--- src/rtl/arb_contador.sv ---
// arb_contador: round-robin arbiter and sequencer that lends one
// countdown datapath to two requesters, one job at a time.
//
// Ports:
//   clk            system clock, all state on the rising edge
//   rst            asynchronous active-high reset
//   req0, req1     job requests, held with a stable value until done
//   val0, val1     countdown values of requester 0 / 1
//   zero           datapath flag, count register == 0
//   ld             datapath load strobe (count <= val)
//   val            value muxed to the datapath by sel
//   sel            index of the granted requester
//   dec            datapath decrement strobe
//   gnt0, gnt1     grant levels, requester owns the datapath
//   done0, done1   one-cycle job-complete pulses
//   pronto         idle, no job in progress
//   njobs          completed job count, wraps 255 -> 0
module arb_contador #(
   parameter int W = 8
) (
   input  logic         clk,
   input  logic         rst,
   input  logic         req0,
   input  logic         req1,
   input  logic [W-1:0] val0,
   input  logic [W-1:0] val1,
   input  logic         zero,
   output logic         ld,
   output logic [W-1:0] val,
   output logic         sel,
   output logic         dec,
   output logic         gnt0,
   output logic         gnt1,
   output logic         done0,
   output logic         done1,
   output logic         pronto,
   output logic [7:0]   njobs
);

   typedef enum logic [1:0] {
      IDLE,
      LOAD,
      CONTA,
      FIM
   } state_t;

   state_t     state_q;
   state_t     state_d;
   logic       sel_q;
   logic       sel_d;
   logic       prio_q;
   logic       prio_d;
   logic [7:0] njobs_q;
   logic [7:0] njobs_d;

   logic       busy;
   logic       both;

   // State register; reset also aborts any job in flight, so no
   // done pulse is ever produced for it.
   always_ff @(posedge clk or posedge rst) begin
      if (rst) begin
         state_q <= IDLE;
         sel_q   <= 1'b0;
         prio_q  <= 1'b0;
         njobs_q <= 8'd0;
      end else begin
         state_q <= state_d;
         sel_q   <= sel_d;
         prio_q  <= prio_d;
         njobs_q <= njobs_d;
      end
   end

   assign both = req0 & req1;

   // Next-state logic.  Requests are only looked at in IDLE; with
   // both pending the pointer decides, otherwise the lone
   // requester wins.  The pointer moves away from the winner as
   // the job finishes, so held requests alternate.
   always_comb begin
      state_d = state_q;
      sel_d   = sel_q;
      prio_d  = prio_q;
      njobs_d = njobs_q;
      unique case (state_q)
         IDLE: begin
            if (req0 | req1) begin
               state_d = LOAD;
               sel_d   = both ? prio_q : req1;
            end
         end
         LOAD: begin
            state_d = CONTA;
         end
         CONTA: begin
            if (zero) begin
               state_d = FIM;
               prio_d  = ~sel_q;
            end
         end
         FIM: begin
            state_d = IDLE;
            njobs_d = njobs_q + 8'd1;
         end
         default: begin
            state_d = IDLE;
         end
      endcase
   end

   // Outputs decode from registered state only; the value mux and
   // the zero-gated decrement are the only combinational paths.
   assign busy   = (state_q != IDLE);
   assign pronto = (state_q == IDLE);
   assign ld     = (state_q == LOAD);
   assign dec    = (state_q == CONTA) & ~zero;
   assign gnt0   = busy & ~sel_q;
   assign gnt1   = busy & sel_q;
   assign done0  = (state_q == FIM) & ~sel_q;
   assign done1  = (state_q == FIM) & sel_q;
   assign sel    = sel_q;
   assign val    = sel_q ? val1 : val0;
   assign njobs  = njobs_q;

endmodule

--- config.mk ---
export PLATFORM = sky130hd
export DESIGN_NAME = arb_contador
export DESIGN_NICKNAME = d
export VERILOG_FILES = /design/src/rtl/arb_contador.sv
export SDC_FILE = /design/constraint.sdc
export NUM_CORES = 1
export LEC_CHECK = 0
export ABC_AREA = 1
export CAP_MARGIN = 20
export CELL_PAD_IN_SITES_DETAIL_PLACEMENT = 0
export CELL_PAD_IN_SITES_GLOBAL_PLACEMENT = 1
export CORE_MARGIN = 2
export CORE_UTILIZATION = 22
export CTS_CLUSTER_SIZE = 30
export DETAILED_ROUTE_END_ITERATION = 10
export HOLD_SLACK_MARGIN = 0.03
export PLACE_DENSITY_LB_ADDON = 0.05
export SKIP_CTS_REPAIR_TIMING = 1
export SYNTH_ARGS = -nofsm -noshare
export SYNTH_HDL_FRONTEND = slang
export SYNTH_SLANG_ARGS = --single-unit
--- constraint.sdc ---
create_clock -name clk -period 1.3 [get_ports clk]
set_clock_uncertainty 0.05 [all_clocks]
set_input_delay 0.26 -clock clk [delete_from_list [all_inputs] [get_ports clk]]
set_output_delay 0.26 -clock clk [all_outputs]
set_load 0.01 [all_outputs]
### Yosys cells after proc, flatten, opt, wreduce, memory -nomap -nowiden

Index checks and enable logic that the tools add are counted.
Widths: inputs -> output; s select.

* flip-flop bits (word level): 12
* bits of input ports: 21
* output and inout bits: 24
* logic and storage cells: 29

* add/subtract/negate cells: 1
* equal/unequal tests: 5
* multiplexer cells: 5
* bitwise gates (word level): 9
* reduce and logical (&&, ||, !) cells: 5

Operators with widths (count)
* $add 8x1->8 const B: 1
* $mux 8: 1
* $pmux 2 s4: 1
* $and 1x1->1: 6
* $reduce_and 2->1: 3
* $eq 2x2->1 const B: 2
* $mux 2: 2
* $eq 2x1->1 const B: 1
* $logic_not 2->1: 1
* $ne 2x1->1 const B: 1
* $ne 2x2->1 const B: 1
* $not 1->1: 2
* $reduce_bool 2->1: 1
* $mux 1: 1
* $or 1x1->1: 1

### Logic depth before layout (Yosys ltp)

Gate-level depths: netlist (run 1).

* depth after elaboration: 3
* mapped depth: 7
* gate-level depth less buffers: 7

### Worst setup path after synthesis (run 1)

OpenSTA, ideal clock, no wires.

* kind: register -> output
* start point: register state_q[0]
* end point: output port dec
* arrival time: 1042 ps
* required time: 990 ps
* setup slack: -52 ps
* stages on the path, launching flop included: 6
* buffers on the path: 0
* cell sequence: dfrtp_1 > inv_1 > ha_1 > inv_1 > or2_1 > inv_1

* longest elaborated chain between the ends: 2

Ends and longest elaborated chain
* start, declared: line 47 `state_t state_q;`
* start signal, assigned: line 68 `state_q <= state_d;`
* $eq 2x2->1: line 117 `assign dec = (state_q == CONTA) & ~zero;`
* $and 1x1->1: line 117
* end, declared: line 31 `output logic dec,`

No other way between the ends.

### Worst setup path after layout (run 1)

Ends and elaborated chain as after synthesis.

==> impl_metrics.yaml, run 1 <==
power:
  p_int_mw: 1.91
  pwr-share-seq: 0.194
  power.density_nw_per_um2: 1960
  pwr-share-clk: 0.069
  switchingPower_mw: 1.28
  leakage_nw: 0.940
  finalPower_mw: 3.19
  ir_drop_mv: 1.03
  pwr-share-comb: 0.737
  swShare: 0.402
routing:
  routedWlPerCell_um: 9.69
  first_iter_violations: 19
  drt_first_pass_iters: 4
  drt_wl_total_um: 2180
  vias_per_cell: 3.94
  remaining_drc_errors: 0
  final_antenna_net_count: 0
  via_count: 887
final_layout:
  antennaDiodeCount: 0
  layout.nets: 208
  fillers: 365
  fin_area_um2: 1630
  syn_to_final_growth_pct: 109
  drive_above_1_share: 0.464
placement:
  numPortBuffers: 44
  dp.final_hpwl_um: 1610
  place_area_um2: 1440
  gp_congestion: 0.708
outcome:
  failed_checks: "negative setup slack"
  status: "finished, violations left"
setup_path:
  worstPathRequired_ps: 990
  startpoint: "state_q[0]"
  reg2reg_slack_ps: -190
  endpoint_kind: "output port"
  worstPathArrival_ps: 1280
  r2r_cells: 8
  r2r-start: "state_q[0]"
  cp-start-kind: "flip-flop"
  r2r-end: "state_q[0]"
  worstPathMaxFanout: 3
  path_class: "flip-flop to output port"
  crit_path_end: "dec"
min_path:
  min_path_type: "input port to asynchronous set/reset pin"
cts:
  clock_latency_ps: 260
  clk_pin_slew_ps: 70
  cts_tree: "built"
  clk_path_buf_depth: 2
  clock_sinks: 12
  cts-root-buf: "clkbuf_4"
  cts_buffers: 3
  htreeDepth: 1
global_routing:
  antenna_found_initial: 0
  grt_pass1_wl_um: 3480
  grt_overflow: 0
  track_usage: 0.106
  grt_pass1_vias: 806
  grt_max_degree: 13
logic_synthesis:
  yosys-top-cells-area: "dfrtp_1, nand2_1, ha_1, inv_1, xor2_1"
  ys_types: 18
  avgSynthCellArea_um2: 7.27
  synth_top_family_by_area: "simple AND/OR/NAND/NOR gates"
  dominantRegCellSynth: "dfrtp_1"
  synth-xor-area-share: 0.0450
  synth_fp_nets: 134
  synth.most_common_cell: "nand2_1"
  synth_edf_count: 0
  synthAdderAreaFrac: 0.0965
  yosysSeqAreaShare: 0.386
  synthesis.area_um2: 778
  yosys.area_share.simple: 0.363
  yosys_warnings: 0
  synthTopCellsByCount: "nand2_1, inv_1, dfrtp_1"
  synthMuxAreaShare: 0
  synth_compound_area_frac: 0.0305
  ys_seq_elements: 12
  async_reset_ff_frac: 1.00
  synthCells: 107
  netlist.area_leader.share: 0.386
  yosysTopAreaCell: "dfrtp_1"
die:
  core_um2: 3360
  fp-row-count: 21
  die_w_um: 63.5
  die_h_um: 63.5
  initial_core_util: 0.231
  dieArea_um2: 4030
  boundaryPins: 45
timing:
  fmax_mhz: 628
  fin_crit_sh: 1.22
  hold_viol: 0
  whs_ps: 228
  timing.final.ws_setup_ps: -292
  report.final.slew_viol_count: 0
  worst_pin_slew_ps: 274
  final.min_clock_period_ps: 1590
  slew_headroom: 0.816
  report.final.setup_viol: 17
  rsz0062_at_grt: "yes"
job:
  drv_cap: 0
-- cell type report --
type / count / area (um^2) / share of cell area
clock buffer: 3 / 22.5 / 0.0138
inverter: 15 / 61.3 / 0.0376
tap: 46 / 57.6 / 0.0353
timing repair buffer: 70 / 653 / 0.401
multi-input combinational: 79 / 532 / 0.326
sequential: 12 / 303 / 0.186
-- critical path, stage by stage (launching register included) --
cell,delay (ps)
dfrtp_1,410
inv_2,90
ha_4,130
inv_2,20
or2_1,220
inv_2,60
buf_6,90
-- per-stage QoR --
stage	utilization	setup TNS (ps)	std cells	worst slack, ps
floorplan	-	0	107	9.01
global placement	0.429	-5810	217	-485
detailed placement	0.429	-6140	217	-499
CTS	0.435	-11380	220	-788
global route	0.484	-4600	225	-377
finish	0.484	-3190	225	-292
-- registers in the layout (all words and copies together) (netlist names) --
signal and count:
njobs 8, prio_q 1, sel 1, state_q 2
-- power by group through the flow --
stage               Combinational, mW  Clock (mW)  Sequential [mW]
floorplan                       0.762           0            0.694
global placement                 1.92           0            0.620
detailed placement               1.94           0            0.623
CTS                              1.94       0.239            0.617
global route                     2.59       0.259            0.642
finish                           2.36       0.220            0.619
-- cells by family after synthesis --
| family | count (synthesis) |
|---|---|
| DFF | 12 |
| xor gates and xnor gates | 4 |
| buffers and inverters | 16 |
| AOI/OAI and AO/OA | 4 |
| and+or+nand+nor | 65 |
| adders and majority gates | 6 |
-- worst min path at each step --
stage / startpoint / end / slack, ps / cells after the start
after floorplan: rst / njobs[0] / 70 / 1
after global placement: njobs[7] / njobs[7] / 420 / 2
after detailed placement: njobs[7] / njobs[7] / 430 / 2
after CTS: rst / njobs[7] / 220 / 3
after global routing: rst / state_q[0] / 260 / 3
final: rst / njobs[2] / 230 / 3
-- placed cells by master (no fill, tap or decap), types with 2 or more instances in the layout --
| master | n |
|---|---|
| buf_2 | 9 |
| inv_1 | 9 |
| xor2_1 | 3 |
| nand3_1 | 2 |
| buf_4 | 18 |
| clkdlybuf4s50_1 | 20 |
| inv_2 | 5 |
| dfrtp_2 | 2 |
| a21oi_1 | 2 |
| nand2_2 | 16 |
| nand3_2 | 2 |
| dfrtp_1 | 10 |
| nor2_1 | 2 |
| buf_6 | 14 |
| clkbuf_4 | 3 |
| nor2_4 | 3 |
| nor2_2 | 2 |
| ha_4 | 4 |
| nand2_1 | 34 |
| dlymetal6s2s_1 | 8 |
-- routing by layer --
metal | track usage | part of all wire
met5 | 0 | 0
met4 | 0.0326 | 0
met3 | 0.0232 | 0.056
met2 | 0.161 | 0.44
met1 | 0.149 | 0.50
No activity file was read; power rests on OpenSTA's default activity.
==> inputs of run 2 (changes only) <==
--- a/config.mk
+++ b/config.mk
@@ -11,10 +11,12 @@
 export CELL_PAD_IN_SITES_GLOBAL_PLACEMENT = 1
 export CORE_MARGIN = 2
 export CORE_UTILIZATION = 22
+export CTS_CLUSTER_DIAMETER = 60
 export CTS_CLUSTER_SIZE = 30
 export DETAILED_ROUTE_END_ITERATION = 10
 export HOLD_SLACK_MARGIN = 0.03
 export PLACE_DENSITY_LB_ADDON = 0.05
+export SETUP_SLACK_MARGIN = 0.1
 export SKIP_CTS_REPAIR_TIMING = 1
 export SYNTH_ARGS = -nofsm -noshare
 export SYNTH_HDL_FRONTEND = slang
==> run 2 against run 1 <==
The run still ends with negative setup slack left. Combinational power shrank 3%. Die area unchanged. Largest power group unchanged. Critical endpoint unchanged. Maximum frequency fell by 4.3%.
==> impl_metrics.yaml, run 2 (synthesized netlist as in run 1, its figures left out) <==
outcome:
  status: "finished, violations left"
  failed_checks: "negative setup slack"
setup_path:
  path_class: "flip-flop to output port"
  cp-start-kind: "flip-flop"
  endpoint_kind: "output port"
  worstPathMaxFanout: 3
  worstPathArrival_ps: 1350
  critPathTopFamily: "flip-flops"
  crit_path_top_delay_cell: "dfrtp_1"
  cp_slowest_stage_delay_ps: 390
  critPathBufInv: 5
  path_cells: "buf_6, inv_4, ha_4, inv_2, or2_4, inv_2, buf_6"
  worstPathRequired_ps: 990
global_routing:
  grt_overflow: 0
  grt_pass1_wl_um: 3620
  track_usage: 0.112
  antenna_found_initial: 0
  grt_max_degree: 13
  grt_pass1_vias: 861
power:
  p_int_mw: 1.84
  ir_drop_mv: 1.01
  swShare: 0.412
  finalPower_mw: 3.13
  pwr-share-seq: 0.199
  leakage_nw: 0.956
  pwr-share-clk: 0.071
  power.density_nw_per_um2: 1940
  pwr-share-comb: 0.730
  switchingPower_mw: 1.29
timing:
  fmax_mhz: 601
  timing.final.ws_setup_ps: -364
  fin_crit_sh: 1.28
  rsz0062_at_grt: "yes"
  slew_headroom: 0.886
  report.final.setup_viol: 18
  fin_setup_tns_ps: -3090
  worst_pin_slew_ps: 170
  report.final.slew_viol_count: 0
  hold_viol: 0
  final.min_clock_period_ps: 1660
routing:
  first_iter_violations: 16
  vias_per_cell: 4.04
  routedWlPerCell_um: 9.89
  final_antenna_net_count: 0
  via_count: 910
  drt_first_pass_iters: 3
  remaining_drc_errors: 0
  drt_wl_total_um: 2230
placement:
  place_inst: 215
  numPortBuffers: 44
  dpl_worst_slack_ps: -509
  gp_congestion: 0.731
  dp.final_hpwl_um: 1710
die:
  initial_core_util: 0.231
  dieArea_um2: 4030
  boundaryPins: 45
  fp-row-count: 21
  die_w_um: 63.5
  core_um2: 3360
  die_h_um: 63.5
final_layout:
  largest_reg_flops: 8
  drive_above_1_share: 0.458
  post-route-util: 0.481
  layout.nets: 208
  final-seq-area_um2: 303
  most-common-layout-cells: "nand2_1, clkdlybuf4s50_1, buf_4"
  antennaDiodeCount: 0
  multi_input_area_um2: 523
  final_common_cell: "nand2_1"
  syn_to_final_growth_pct: 108
  fillers: 371
  final_cells: 225
job:
  drv_cap: 0
cts:
  clk_path_buf_depth: 2
  clk_pin_slew_ps: 70
  cts_tree: "built"
  clock_sinks: 12
  clock_latency_ps: 260
  cts-root-buf: "clkbuf_4"
  cts_buffers: 3
  htreeDepth: 1
min_path:
  min_path_type: "input port to asynchronous set/reset pin"
==> run 2: cell count changes in the layout (fill, tap and decap cells not counted), sizes merged <==
| cell | before | now |
|---|---|---|
| buf | 42 | 37 |
| clkbuf | 3 | 6 |
| clkinv | 1 | 0 |
| dlymetal6s2s | 8 | 9 |
| inv | 14 | 16 |
==> run 2: area by class of cell <==
type | instances | share of cell area
well taps | 46 | 0.0356
flip-flops and latches | 12 | 0.187
multi-input cells | 79 | 0.323
inverters | 15 | 0.0410
clock buffers | 3 | 0.0139
repair buffers | 69 | 0.394
repair inverters | 1 | 0.00541
==> run 2: power groups by stage <==
stage | sequential [mW] | combinational, mW | clock [mW]
after floorplan | 0.694 | 0.797 | 0
after global placement | 0.624 | 1.95 | 0
after detailed placement | 0.626 | 1.97 | 0
after global routing | 0.652 | 2.51 | 0.255
after CTS | 0.625 | 1.97 | 0.233
final | 0.624 | 2.29 | 0.222
==> run 2: path summary, 6_finish.rpt <==
path,cells past startpoint,end,startpoint,slack [ps]
min in group clk,2,njobs[7],njobs[7],440
max in group asynchronous,3,state_q[1],rst,800
min reg2reg,2,njobs[7],njobs[7],440
max reg2reg,8,state_q[1],state_q[0],-70
max,7,dec,state_q[0],-360
min,3,sel,rst,230
==> run 2: routing by layer <==
metal  track usage  part of all wire  vias to the layer above
li1              -                 -                      467
met1         0.133              0.40                      418
met2         0.191              0.54                       23
met3        0.0286             0.047                        2
met4        0.0489             0.013                        0
met5             0                 0                        -
==> run 2: stage by stage <==
step / instance area (um^2) / hold WS, ps
global route: 1620 / 236
CTS: 1460 / 231
finish: 1620 / 229
detailed placement: 1430 / 440
global placement: 1430 / 424
floorplan: 798 / 74.7
==> run 2: worst register-to-register path, stage by stage (launching register included) <==
cell and delay, ps:
dfrtp_1 390, buf_6 130, inv_4 60, ha_4 130, inv_2 30, or2_4 220, buf_4 140, nand3_1 60
nand2_1 50
==> inputs of run 3 (changes only) <==
==> constraint.sdc (replaced) <==
create_clock -name clk -period 1.3 [get_ports clk]
set_clock_uncertainty 0.05 [all_clocks]
set_input_delay 0.39 -clock clk [delete_from_list [all_inputs] [get_ports clk]]
set_output_delay 0.39 -clock clk [all_outputs]
set_load 0.01 [all_outputs]
==> run 3 against run 2 <==
Routed wire length fell by 0.31%. Sequential power rose by 3.2%. Hold slack better by 110 ps. Largest power group unchanged. Sequential share of layout area increased by 0.86 points. The flow still finishes with violations (negative setup slack). First-iteration DRC count did not move. Register-to-register slack got worse by 50 ps. Largest cell class unchanged. Sequential cell count did not move. Critical endpoint unchanged. Critical path depth shrank 1. Non-clock buffer count is 2 higher. Core utilization decreased by 2.1 points. Global-route usage down 0.075 points.
==> impl_metrics.yaml, run 3 (synthesized netlist as in run 1, its figures left out) <==
routing:
  remaining_drc_errors: 0
  final_antenna_net_count: 0
  drt_first_pass_iters: 3
  drt_wl_total_um: 2220
  via_count: 873
  vias_per_cell: 3.83
  first_iter_violations: 16
  routedWlPerCell_um: 9.73
min_path:
  min_path_type: "input port to asynchronous set/reset pin"
global_routing:
  grt_pass1_wl_um: 3600
  track_usage: 0.111
  grt_overflow: 0
  grt_pass1_vias: 848
  antenna_found_initial: 0
  grt_max_degree: 13
power:
  ir_drop_mv: 0.790
  pwr-share-clk: 0.080
  pwr-share-seq: 0.210
  power.density_nw_per_um2: 1980
  p_int_mw: 1.80
  swShare: 0.412
  leakage_nw: 0.833
  switchingPower_mw: 1.26
  pwr-share-comb: 0.710
final_layout:
  layout.nets: 210
  largest_reg_flops: 8
  most-common-layout-cells: "nand2_1, buf_4, clkdlybuf4s50_1"
  drive_above_1_share: 0.478
  antennaDiodeCount: 0
  syn_to_final_growth_pct: 98.7
  final_common_cell: "nand2_1"
  final_cells: 228
setup_path:
  cp_slowest_stage_delay_ps: 420
  path_cells: "inv_2, ha_4, inv_2, or2_4, inv_2, buf_6"
  endpoint_kind: "output port"
  path_class: "flip-flop to output port"
  cp_common_cell: "inv_2"
  cp-start-kind: "flip-flop"
  worstPathRequired_ps: 860
  worstPathMaxFanout: 3
  crit_path_top_delay_cell: "dfrtp_1"
  worstPathArrival_ps: 1310
placement:
  dp.final_hpwl_um: 1630
  numPortBuffers: 44
  dpl_worst_slack_ps: -755
  place_inst: 219
  gp_congestion: 0.745
timing:
  report.final.setup_viol: 24
  hold_viol: 0
  timing.final.ws_setup_ps: -450
  report.final.slew_viol_count: 0
  worst_pin_slew_ps: 191
  slew_headroom: 0.872
  fmax_mhz: 571
  final.min_clock_period_ps: 1750
  fin_crit_sh: 1.35
  rsz0062_at_grt: "yes"
cts:
  clock_latency_ps: 270
  cts_buffers: 3
  clock_sinks: 12
  cts-root-buf: "clkbuf_4"
  clk_path_buf_depth: 2
  cts_tree: "built"
  htreeDepth: 1
  clk_pin_slew_ps: 80
die:
  boundaryPins: 45
  die_h_um: 63.5
  core_um2: 3360
  initial_core_util: 0.231
  dieArea_um2: 4030
  die_w_um: 63.5
  fp-row-count: 21
job:
  drv_cap: 0
outcome:
  status: "finished, violations left"
  failed_checks: "negative setup slack"
==> run 3: changes by cell type in the layout (fill, tap and decap cells not counted), moves of 2 or more <==
cell / delta
inv_1: +2
buf_4: +4
nand3_2: -2
nand3_1: +2
dlymetal6s2s_1: -9
nor2_2: -2
buf_2: +6
==> run 3: worst paths after layout <==
check / from / to / slack, ps / cells after the start
max: state_q[0] / dec / -450 / 6
min: rst / state_q[1] / 340 / 3
max reg2reg: state_q[0] / njobs[5] / -120 / 8
min reg2reg: njobs[7] / njobs[7] / 440 / 2
max in group asynchronous: rst / sel / 690 / 3
min in group clk: njobs[7] / njobs[7] / 440 / 2
==> run 3: area by class of cell <==
type | instances | area, um^2
Fill cell | 375 | 1820
Timing Repair Buffer | 71 | 586
Multi-Input combinational cell | 79 | 508
Sequential cell | 12 | 303
Inverter | 15 | 61.3
Tap cell | 46 | 57.6
Clock buffer | 4 | 26.3
Timing Repair inverter | 1 | 5.00
==> run 3: critical path, delay by kind of cell, from the launching register on <==
kind / cells / cell delay [ps]
adders and majority gates: 1 / 140
and+or+nand+nor: 1 / 220
DFF: 1 / 420
buffers and inverters: 4 / 260
==> run 3: per-stage QoR <==
stage | total power [mW] | setup TNS [ps] | hold WS [ps] | area (um^2) | util
4_1_cts | 2.91 | -15240 | 341 | 1490 | 0.443
3_5_place_dp | 2.65 | -10170 | 433 | 1470 | 0.436
2_1_floorplan | 1.51 | -301 | 205 | 802 | -
5_1_grt | 3.34 | -6980 | 384 | 1550 | 0.460
6_report | 3.06 | -5300 | 344 | 1550 | 0.460
3_3_place_gp | 2.63 | -9860 | 425 | 1470 | 0.436
==> run 3: per-layer routing <==
layer	routed length, um	vias up	global-route usage
li1	-	472	-
met1	1080	368	0.143
met2	949	31	0.171
met3	178	2	0.0357
met4	13	0	0.0489
met5	0	-	0
==> run 3: power groups by stage <==
stage / registers [mW] / clock network (mW) / logic, mW
after floorplan: 0.699 / 0 / 0.807
after global placement: 0.617 / 0 / 2.01
after detailed placement: 0.621 / 0 / 2.03
after CTS: 0.615 / 0.258 / 2.04
after global routing: 0.659 / 0.283 / 2.40
final: 0.644 / 0.245 / 2.17
